<file path="config.mk">
export PLATFORM = sky130hd
export DESIGN_NAME = io_dma_buffer
export DESIGN_NICKNAME = d
export VERILOG_FILES = /design/src/rtl/io_dma_buffer.sv
export SDC_FILE = /design/constraint.sdc
export NUM_CORES = 1
export LEC_CHECK = 0
export CORE_ASPECT_RATIO = 0.9
export CORE_MARGIN = 10
export CORE_UTILIZATION = 41
export DETAILED_ROUTE_END_ITERATION = 10
export PLACE_DENSITY = 0.6
export SLEW_MARGIN = 20
export SYNTH_ARGS = -nofsm -noshare
export SYNTH_HDL_FRONTEND = slang
export SYNTH_SLANG_ARGS = --single-unit
export TNS_END_PERCENT = 1
</file>
<file path="constraint.sdc">
create_clock -name clk -period 4 [get_ports clk]
set_clock_uncertainty 0.1 [all_clocks]
set_input_delay 0.8 -clock clk [delete_from_list [all_inputs] [get_ports clk]]
set_output_delay 0.8 -clock clk [all_outputs]
set_load 0.1 [all_outputs]
</file>
<file path="src/rtl/io_dma_buffer.sv">
// Circular DMA staging buffer between a streaming device producer and a bus-side
// DMA engine, with status/control registers and an interrupt-request FSM.
module io_dma_buffer #(
    parameter int DATA_W     = 32,
    parameter int DEPTH      = 32,
    parameter int IRQ_THRESH = 1
) (
    input  logic                       clk,
    input  logic                       rst_n,
    input  logic                       dev_valid,
    input  logic [DATA_W-1:0]          dev_data,
    output logic                       dev_ready,
    input  logic                       ack,
    input  logic                       io_write,
    input  logic                       cs,
    input  logic [1:0]                 reg_addr,
    input  logic [DATA_W-1:0]          wdata,
    output logic [DATA_W-1:0]          rdata,
    output logic                       rdata_valid,
    output logic                       gpio,
    output logic [$clog2(DEPTH):0]     count
);

    localparam int AW = $clog2(DEPTH);
    localparam int CW = AW + 1;
    localparam logic [CW-1:0] THRESH = CW'(IRQ_THRESH);
    localparam logic [CW-1:0] FULL_COUNT = CW'(DEPTH);

    typedef enum logic [1:0] {IDLE, REQ, XFER} state_t;

    logic [DATA_W-1:0] mem [DEPTH];

    logic [AW-1:0]     wr_ptr_q, wr_ptr_d;
    logic [AW-1:0]     rd_ptr_q, rd_ptr_d;
    logic [CW-1:0]     count_q, count_d;
    logic              overflow_q, overflow_d;
    logic              underflow_q, underflow_d;
    logic              collision_q, collision_d;
    logic              irq_en_q, irq_en_d;
    logic [DATA_W-1:0] rdata_q, rdata_d;
    logic              rdata_valid_q, rdata_valid_d;
    logic              gpio_q, gpio_d;
    state_t            state_q, state_d;

    logic              full, empty;
    logic              push_req, pop_req, push, pop;
    logic              reg_rd, reg_wr;
    logic [DATA_W-1:0] push_data;
    logic [DATA_W-1:0] reg_val;

    assign full      = (count_q == FULL_COUNT);
    assign empty     = (count_q == '0);
    assign dev_ready = ~full;
    assign rdata       = rdata_q;
    assign rdata_valid = rdata_valid_q;
    assign gpio        = gpio_q;
    assign count       = count_q;

    // The device always owns the write port when it is offering; a bus word
    // arriving in the same cycle is the one that gets dropped.
    always_comb begin
        pop_req   = ack & ~io_write;
        push_req  = dev_valid | (ack & io_write);
        pop       = pop_req & ~empty;
        push      = push_req & (~full | pop);
        push_data = dev_valid ? dev_data : wdata;
        reg_rd    = cs & ~ack & ~io_write;
        reg_wr    = cs & ~ack & io_write;
    end

    always_comb begin
        reg_val = '0;
        case (reg_addr)
            2'd0:    reg_val = DATA_W'({collision_q, underflow_q, overflow_q, full, empty, count_q});
            2'd1:    reg_val = DATA_W'(irq_en_q);
            2'd2:    reg_val = '0;
            default: reg_val = DATA_W'(DEPTH);
        endcase
    end

    always_comb begin
        wr_ptr_d      = wr_ptr_q;
        rd_ptr_d      = rd_ptr_q;
        count_d       = count_q;
        overflow_d    = overflow_q;
        underflow_d   = underflow_q;
        collision_d   = collision_q;
        irq_en_d      = irq_en_q;
        rdata_d       = rdata_q;
        rdata_valid_d = 1'b0;

        if (push) wr_ptr_d = wr_ptr_q + 1'b1;
        if (pop)  rd_ptr_d = rd_ptr_q + 1'b1;

        case ({push, pop})
            2'b10:   count_d = count_q + 1'b1;
            2'b01:   count_d = count_q - 1'b1;
            default: count_d = count_q;
        endcase

        if (pop) begin
            rdata_d       = mem[rd_ptr_q];
            rdata_valid_d = 1'b1;
        end else if (reg_rd) begin
            rdata_d       = reg_val;
            rdata_valid_d = 1'b1;
        end

        if (reg_wr && reg_addr == 2'd1) irq_en_d = wdata[0];
        if (reg_wr && reg_addr == 2'd2) begin
            if (wdata[0]) overflow_d  = 1'b0;
            if (wdata[1]) underflow_d = 1'b0;
            if (wdata[2]) collision_d = 1'b0;
        end

        // A new event in the same cycle as a software clear must not be lost.
        if (push_req && full && !pop)       overflow_d  = 1'b1;
        if (pop_req && empty)               underflow_d = 1'b1;
        if (ack && io_write && dev_valid)   collision_d = 1'b1;
    end

    always_comb begin
        state_d = state_q;
        case (state_q)
            IDLE: if (irq_en_q && count_q >= THRESH) state_d = REQ;
            REQ: begin
                if (!irq_en_q)       state_d = IDLE;
                else if (ack)        state_d = (count_d == '0) ? IDLE : XFER;
            end
            XFER: if (count_d == '0) state_d = IDLE;
            default: state_d = IDLE;
        endcase
        gpio_d = (state_d != IDLE);
    end

    always_ff @(posedge clk or negedge rst_n) begin
        if (!rst_n) begin
            wr_ptr_q      <= '0;
            rd_ptr_q      <= '0;
            count_q       <= '0;
            overflow_q    <= 1'b0;
            underflow_q   <= 1'b0;
            collision_q   <= 1'b0;
            irq_en_q      <= 1'b1;
            rdata_q       <= '0;
            rdata_valid_q <= 1'b0;
            gpio_q        <= 1'b0;
            state_q       <= IDLE;
        end else begin
            wr_ptr_q      <= wr_ptr_d;
            rd_ptr_q      <= rd_ptr_d;
            count_q       <= count_d;
            overflow_q    <= overflow_d;
            underflow_q   <= underflow_d;
            collision_q   <= collision_d;
            irq_en_q      <= irq_en_d;
            rdata_q       <= rdata_d;
            rdata_valid_q <= rdata_valid_d;
            gpio_q        <= gpio_d;
            state_q       <= state_d;
        end
    end

    // Storage is deliberately not reset; occupancy tracking makes stale words invisible.
    always_ff @(posedge clk) begin
        if (push) mem[wr_ptr_q] <= push_data;
    end

endmodule

</file>
; Yosys cells after proc, flatten, opt, wreduce, memory -nomap -nowiden
; Memories as Yosys holds them, arrays and structs flattened.
; Index checks and enable logic that the tools add are counted.
[classes]
magnitude_cmp = 1
n_eq_ne = 7
n_reduce_logical = 24
mux = 24
multipliers = 0
addsub = 4
div = 0
n_bitwise = 13
shifts = 0
[op_table]
columns = cell, n
row1 = 32-bit 2-to-1 mux, 3
row2 = 11-bit case mux with 3 select lines, 1
row3 = 2-bit nonzero test, 8
row4 = 1-bit 2-to-1 mux, 13
row5 = 6-bit logical NOT, 2
row6 = 6-bit case mux with 2 select lines, 1
row7 = "5-bit by 1-bit adder with 5-bit output, second input constant", 2
row8 = 2-bit 2-to-1 mux, 5
row9 = 1-bit logical AND, 8
row10 = 1-bit AND, 7
row11 = "6-bit by 1-bit adder with 6-bit output, second input constant", 1
row12 = "2-bit by 1-bit == test with 1-bit output, second input constant", 3
row13 = "2-bit == test, second input constant", 3
row14 = "6-bit == test, second input constant", 1
row15 = "6-bit by 1-bit >= comparator with 1-bit output, second input constant", 1
row16 = 2-bit case mux with 3 select lines, 1
row17 = 2-bit AND reduction, 3
row18 = "6-bit by 1-bit subtractor with 6-bit output, second input constant", 1
row19 = 2-bit logical NOT, 2
row20 = 1-bit NOT, 4
row21 = 1-bit bitwise OR, 2
row22 = 1-bit logical NOT, 1
[word_totals]
ram_bits = 1024
memories = 1
rom_bits = 0
latch_bits = 0
ff_bits = 56
elab_cells = 85
out_inout_bits = 41
[mem_list]
columns = name, words, word_bits, rd, rd_ports_with_merged_regs, write_ports, line
row1 = mem, 32, 32, 1, 0, 1, 31  ; logic [DATA_W-1:0] mem [DEPTH];

; Depth between registers and ports, before layout
[depth]
ltp_word = 13
depth_mapped = 15
mapped_depth_nobuf = 12

; Worst setup path after synthesis
; Ideal clock, no wire load.
[synth_timing]
path_kind = reg-to-reg
start = register count_q[0] (netlist: count[0])
end = memory mem[31][0] (enable)
setup_ps = 421
stages_incl_launch_ff = 9
setup_slack_ps = -862
arrival_ps = 4341
path_cell_list = dfrtp_1 clkbuf_1 inv_1 ha_1 nand3_1 o2bb2ai_2 nand2_1 buf_2 nor2_1
[synth_rtl]
columns = item, line
row1 = "start, declared", 35  ; logic [CW-1:0] count_q, count_d;
row2 = "start signal, assigned", 152  ; count_q <= count_d;
row3 = 6-bit == test, 51  ; assign full = (count_q == FULL_COUNT);
row4 = 1-bit NOT, n/a
row5 = net dev_ready, 12  ; output logic dev_ready,
row6 = 1-bit bitwise OR, 65  ; push = push_req & (~full | pop);
row7 = 1-bit AND, 65
row8 = net push, 46  ; logic push_req, pop_req, push, pop;
row9 = 1-bit 2-to-1 mux, 166  ; if (push) mem[wr_ptr_q] <= push_data;
row10 = 1-bit 2-to-1 mux (implied by the code), 166
row11 = "end, declared", 31
; The timed path passes the listed nets, and every way through them passes these cells.

; Worst setup path in the final report
[layout_timing]
start = register count_q[0] (netlist: count[0])
end = output port count[0]
[layout_rtl]
columns = item, line
row1 = "end, declared", 21  ; output logic [$clog2(DEPTH):0] count
; No word-level cell between the ends.

==> summary.md <==
| Metric | Value |
|---|---|
| Status | `finished clean` |
| Antenna violations before repair | `2` |
| Gr ovfl total | `0` |
| Cts bufs inserted | `about 110` |
| Placer Congestion | `0.8429` |
| Pre-antenna DRT Iters | `6` |
| R2r startpoint | `count[0]` |
| Root buf cell | `sky130_fd_sc_hd__clkbuf_16` |
| R2R depth | `12` |
| Critical Path Source | `count[0]` |
| Cell breakdown of the critical path | `clkdlybuf4s50_1` |
| Number of buffers inserted for hold repair after clock tree synthesis | `0` |
| Layout overhead on the synthesized area | `16.74%` |
| Fmax | `289.6 MHz` |
| DIE AREA | `approximately 120000 µm²` |
| Worst Setup End Kind | `output port` |
| Most used flip-flop cell after synthesis | `sky130_fd_sc_hd__edfxtp_1` |
| Area inside the core boundary | `102100 µm²` |
| Clock sinks | `roughly 1100` |
| Most frequent cells in the layout | `sky130_fd_sc_hd__edfxtp_1, sky130_fd_sc_hd__mux4_2, sky130_fd_sc_hd__mux2i_1` |
| Post-DR vias/cell | `between 5 and 6` |
| Final standard cell area without fillers | `49310 µm²` |
| Global-route wire length before repair | `151200 µm` |
| Post-CTS setup buffer count | `0` |
| Biggest area contributors in the synthesized netlist | `sky130_fd_sc_hd__edfxtp_1, sky130_fd_sc_hd__mux4_2, sky130_fd_sc_hd__dfrtp_1, sky130_fd_sc_hd__mux2i_1, sky130_fd_sc_hd__mux2_2` |
| Residual DRC count | `0` |
| Instance count of the mapped netlist | `2003` |
| Clock slew at the register clock pins of the worst setup and hold paths | `0.06 ns` |
| Count of final hold-check violations | `0` |
| Warnings, synthesis | `0` |
| Total global-route track usage | `0.1762` |
| DRC violation total after the first TritonRoute iteration | `between 2000 and 2500` |
| Uppermost routed layer | `met4` |
| Final layout net count | `2292` |
| Avg Synthesized Cell Area | `roughly 21 µm²` |
| Post-DR wirelength/cell | `28.36 µm` |
| Worst Tran Pin Value | `1.039 ns` |
| Routed wl met2 | `48230 µm` |
| Count of distinct cell types in the synthesized netlist | `68` |
| DPL Wire Length | `63550 µm` |
| Post-CTS Resized | `0` |
| Horizontal extent of the die | `about 360 µm` |
| Tightest slew margin relative to the limit | `0.3054` |
| Routed via count | `between 20000 and 25000` |
| Via count of the first global-routing pass | `approximately 22000` |
| Critical path data required time | `3.10 ns` |
| Static leakage | `15.97 nW` |
| Met1 Wirelength | `43700 µm` |
| Synth async-reset ratio | `0.05185` |
| Cell taking the most area after synthesis | `sky130_fd_sc_hd__edfxtp_1` |
| Final critical path time including I/O delays and setup | `3.454 ns` |
| Class of the most critical setup path | `flop to output port` |
| Worst min-delay path category | `input port to asynchronous set/reset pin` |
| Power per cell area | `711.6 nW/µm²` |
| Placed cell area | `45690 µm²` |
| Register bit count reported by yosys | `1080` |
| Worst-case setup slack after placement | `0.3757 ns` |
| Clock insertion delay at the later pin of the skew report | `0.69 ns` |
| Layout cell share with drive strength beyond 1 | `0.2461` |
| Commonest non-fill, non-tap cell in the layout | `sky130_fd_sc_hd__edfxtp_1` |
| CTS H-tree depth | `3` |
| Detail Route met3 WL | `just over 9000 µm` |
| Number of rows created at floorplan | `around 110` |
| Worst Slack Setup Final | `0.5464 ns` |
| Effective utilization at floorplan | `0.4138` |
| Comb pwr share | `0.301` |
| Post-Route WL | `103600 µm` |
| Switch share | `0.3252` |
| Number of buffers between clock root and the deepest sink | `3` |
| Peak supply drop | `between 600 and 700 µV` |
| Unrepaired setup endpoints after global routing | `false` |
| CP max stage delay | `1.24 ns` |
| Highest net fanout along the worst path | `14` |
| Number of buffers inserted by port buffering | `112` |
| Antenna violation net count after detailed routing | `0` |
| Number of max-cap violations | `0` |
| Stages on worst setup path | `1` |
| Data arrival time at the worst-slack endpoint | `2.55 ns` |
| Relative contribution of sequential cells to total power | `0.407` |
| Number of buffers and inverters on the critical path | `1` |
| Cell type of the slowest stage on the worst timing path | `sky130_fd_sc_hd__clkdlybuf4s50_1` |
| CP delay by family, top | `buffers and inverters` |
| Io pins | `around 110` |
| Final setup TNS | `0 ns` |
| Worst Setup Start Kind | `flop` |
| Post-synthesis cell area | `around 42000 µm²` |
| Sequential area share after synthesis | `0.7612` |
| Yosys top cell area share | `0.7280` |
| Net count after synthesis | `2089` |
| Largest net degree at the start of global routing | `70` |
| Die Ht | `~320 µm` |
| Part of the power in the clock network | `0.293` |
| Clock tree from TritonCTS | `done` |
| Max-slew violations | `0` |
| Final setup fails | `0` |
| Crit share post-route | `0.8634` |
| Switching power summed over all nets | `11.41 mW` |
| Count of flip-flops with a built-in enable after synthesis | `1024` |
| Internal Power | `23.68 mW` |
==> kinds of logic after synthesis <==
family | after synthesis | share of synthesized area
flops | 1080 | 0.7612
buf+inv | 124 | 0.01759
mux | 392 | 0.1595
xor+xnor | 6 | 0.001244
compound gates | 221 | 0.03759
simple gates | 166 | 0.01872
fa+ha+maj | 14 | 0.004147
==> power groups by stage <==
stage / clock (mW) / sequential [mW] / combinational (mW)
floorplan: 0 / 15.2 / 6.45
global placement: 0 / 14.5 / 10.5
detailed placement: 0 / 14.5 / 10.6
CTS: 10.4 / 14.3 / 10.6
global route: 10.9 / 14.4 / 11.1
finish: 10.3 / 14.3 / 10.5
==> Yosys cell counts, types with 9 or more instances <==
cell type                   instances
sky130_fd_sc_hd__edfxtp_1        1024
sky130_fd_sc_hd__mux4_2           191
sky130_fd_sc_hd__mux2i_1          125
sky130_fd_sc_hd__nand2_1           56
sky130_fd_sc_hd__dfrtp_1           55
sky130_fd_sc_hd__mux2_2            54
sky130_fd_sc_hd__nor2_1            52
sky130_fd_sc_hd__clkbuf_1          41
sky130_fd_sc_hd__o22ai_1           36
sky130_fd_sc_hd__o21ai_0           33
sky130_fd_sc_hd__buf_2             32
sky130_fd_sc_hd__a21oi_1           27
sky130_fd_sc_hd__o221ai_1          23
sky130_fd_sc_hd__mux4_1            22
sky130_fd_sc_hd__a211o_1           19
sky130_fd_sc_hd__buf_4             17
sky130_fd_sc_hd__a22oi_1           15
sky130_fd_sc_hd__nand3_1           15
sky130_fd_sc_hd__a2111oi_0         14
sky130_fd_sc_hd__ha_1              14
sky130_fd_sc_hd__buf_6             13
sky130_fd_sc_hd__a21o_1            12
sky130_fd_sc_hd__a221oi_1          12
sky130_fd_sc_hd__inv_1              9
==> path summary, 6_finish.rpt <==
check	end	slack, ns
worst min register to register	rdata[23]	0.38
max in group asynchronous	rd_ptr_q[1]	2.91
min in group clk	rdata[23]	0.38
worst max register to register	gpio	0.63
worst max-delay path	count[0]	0.55
worst min-delay path	rdata[18]	0.12
==> area by class of cell <==
cell class,instances,area (µm²)
flip-flops and latches,1080,32170
clock buffers,127,2781
multi-input cells,799,9594
well taps,1356,1697
fillers,8184,52770
diodes,1,2.502
clock inverters,70,839.6
inverters,10,37.54
repair buffers,210,2195
==> registers in the layout (all words and copies together) (netlist names) <==
| name | count |
|---|---|
| mem | 1024 |
| rdata | 32 |
| count | 6 |
| rd_ptr_q | 5 |
| wr_ptr_q | 5 |
| state_q | 2 |
| collision_q | 1 |
| gpio | 1 |
| irq_en_q | 1 |
| overflow_q | 1 |
| rdata_valid | 1 |
| underflow_q | 1 |
==> metal layers <==
metal / vias to the layer above / GRT usage
met5: - / 0
met2: 865 / 0.2723
met1: 11150 / 0.2452
met4: 0 / 0.04474
li1: 8802 / -
met3: 172 / 0.04860
==> stage by stage <==
stage,cells,hold WS (ns),util,power [mW]
4_1_cts,3652,0.1611,0.4831,35.35
6_report,3653,0.1233,0.4831,35.09
3_3_place_gp,3455,0.3670,0.4476,24.94
3_5_place_dp,3455,0.3690,0.4476,25.09
5_1_grt,3652,0.1809,0.4831,36.42
2_1_floorplan,2003,0.3485,-,21.66
Note: power is estimated with default switching activity, not from simulation.
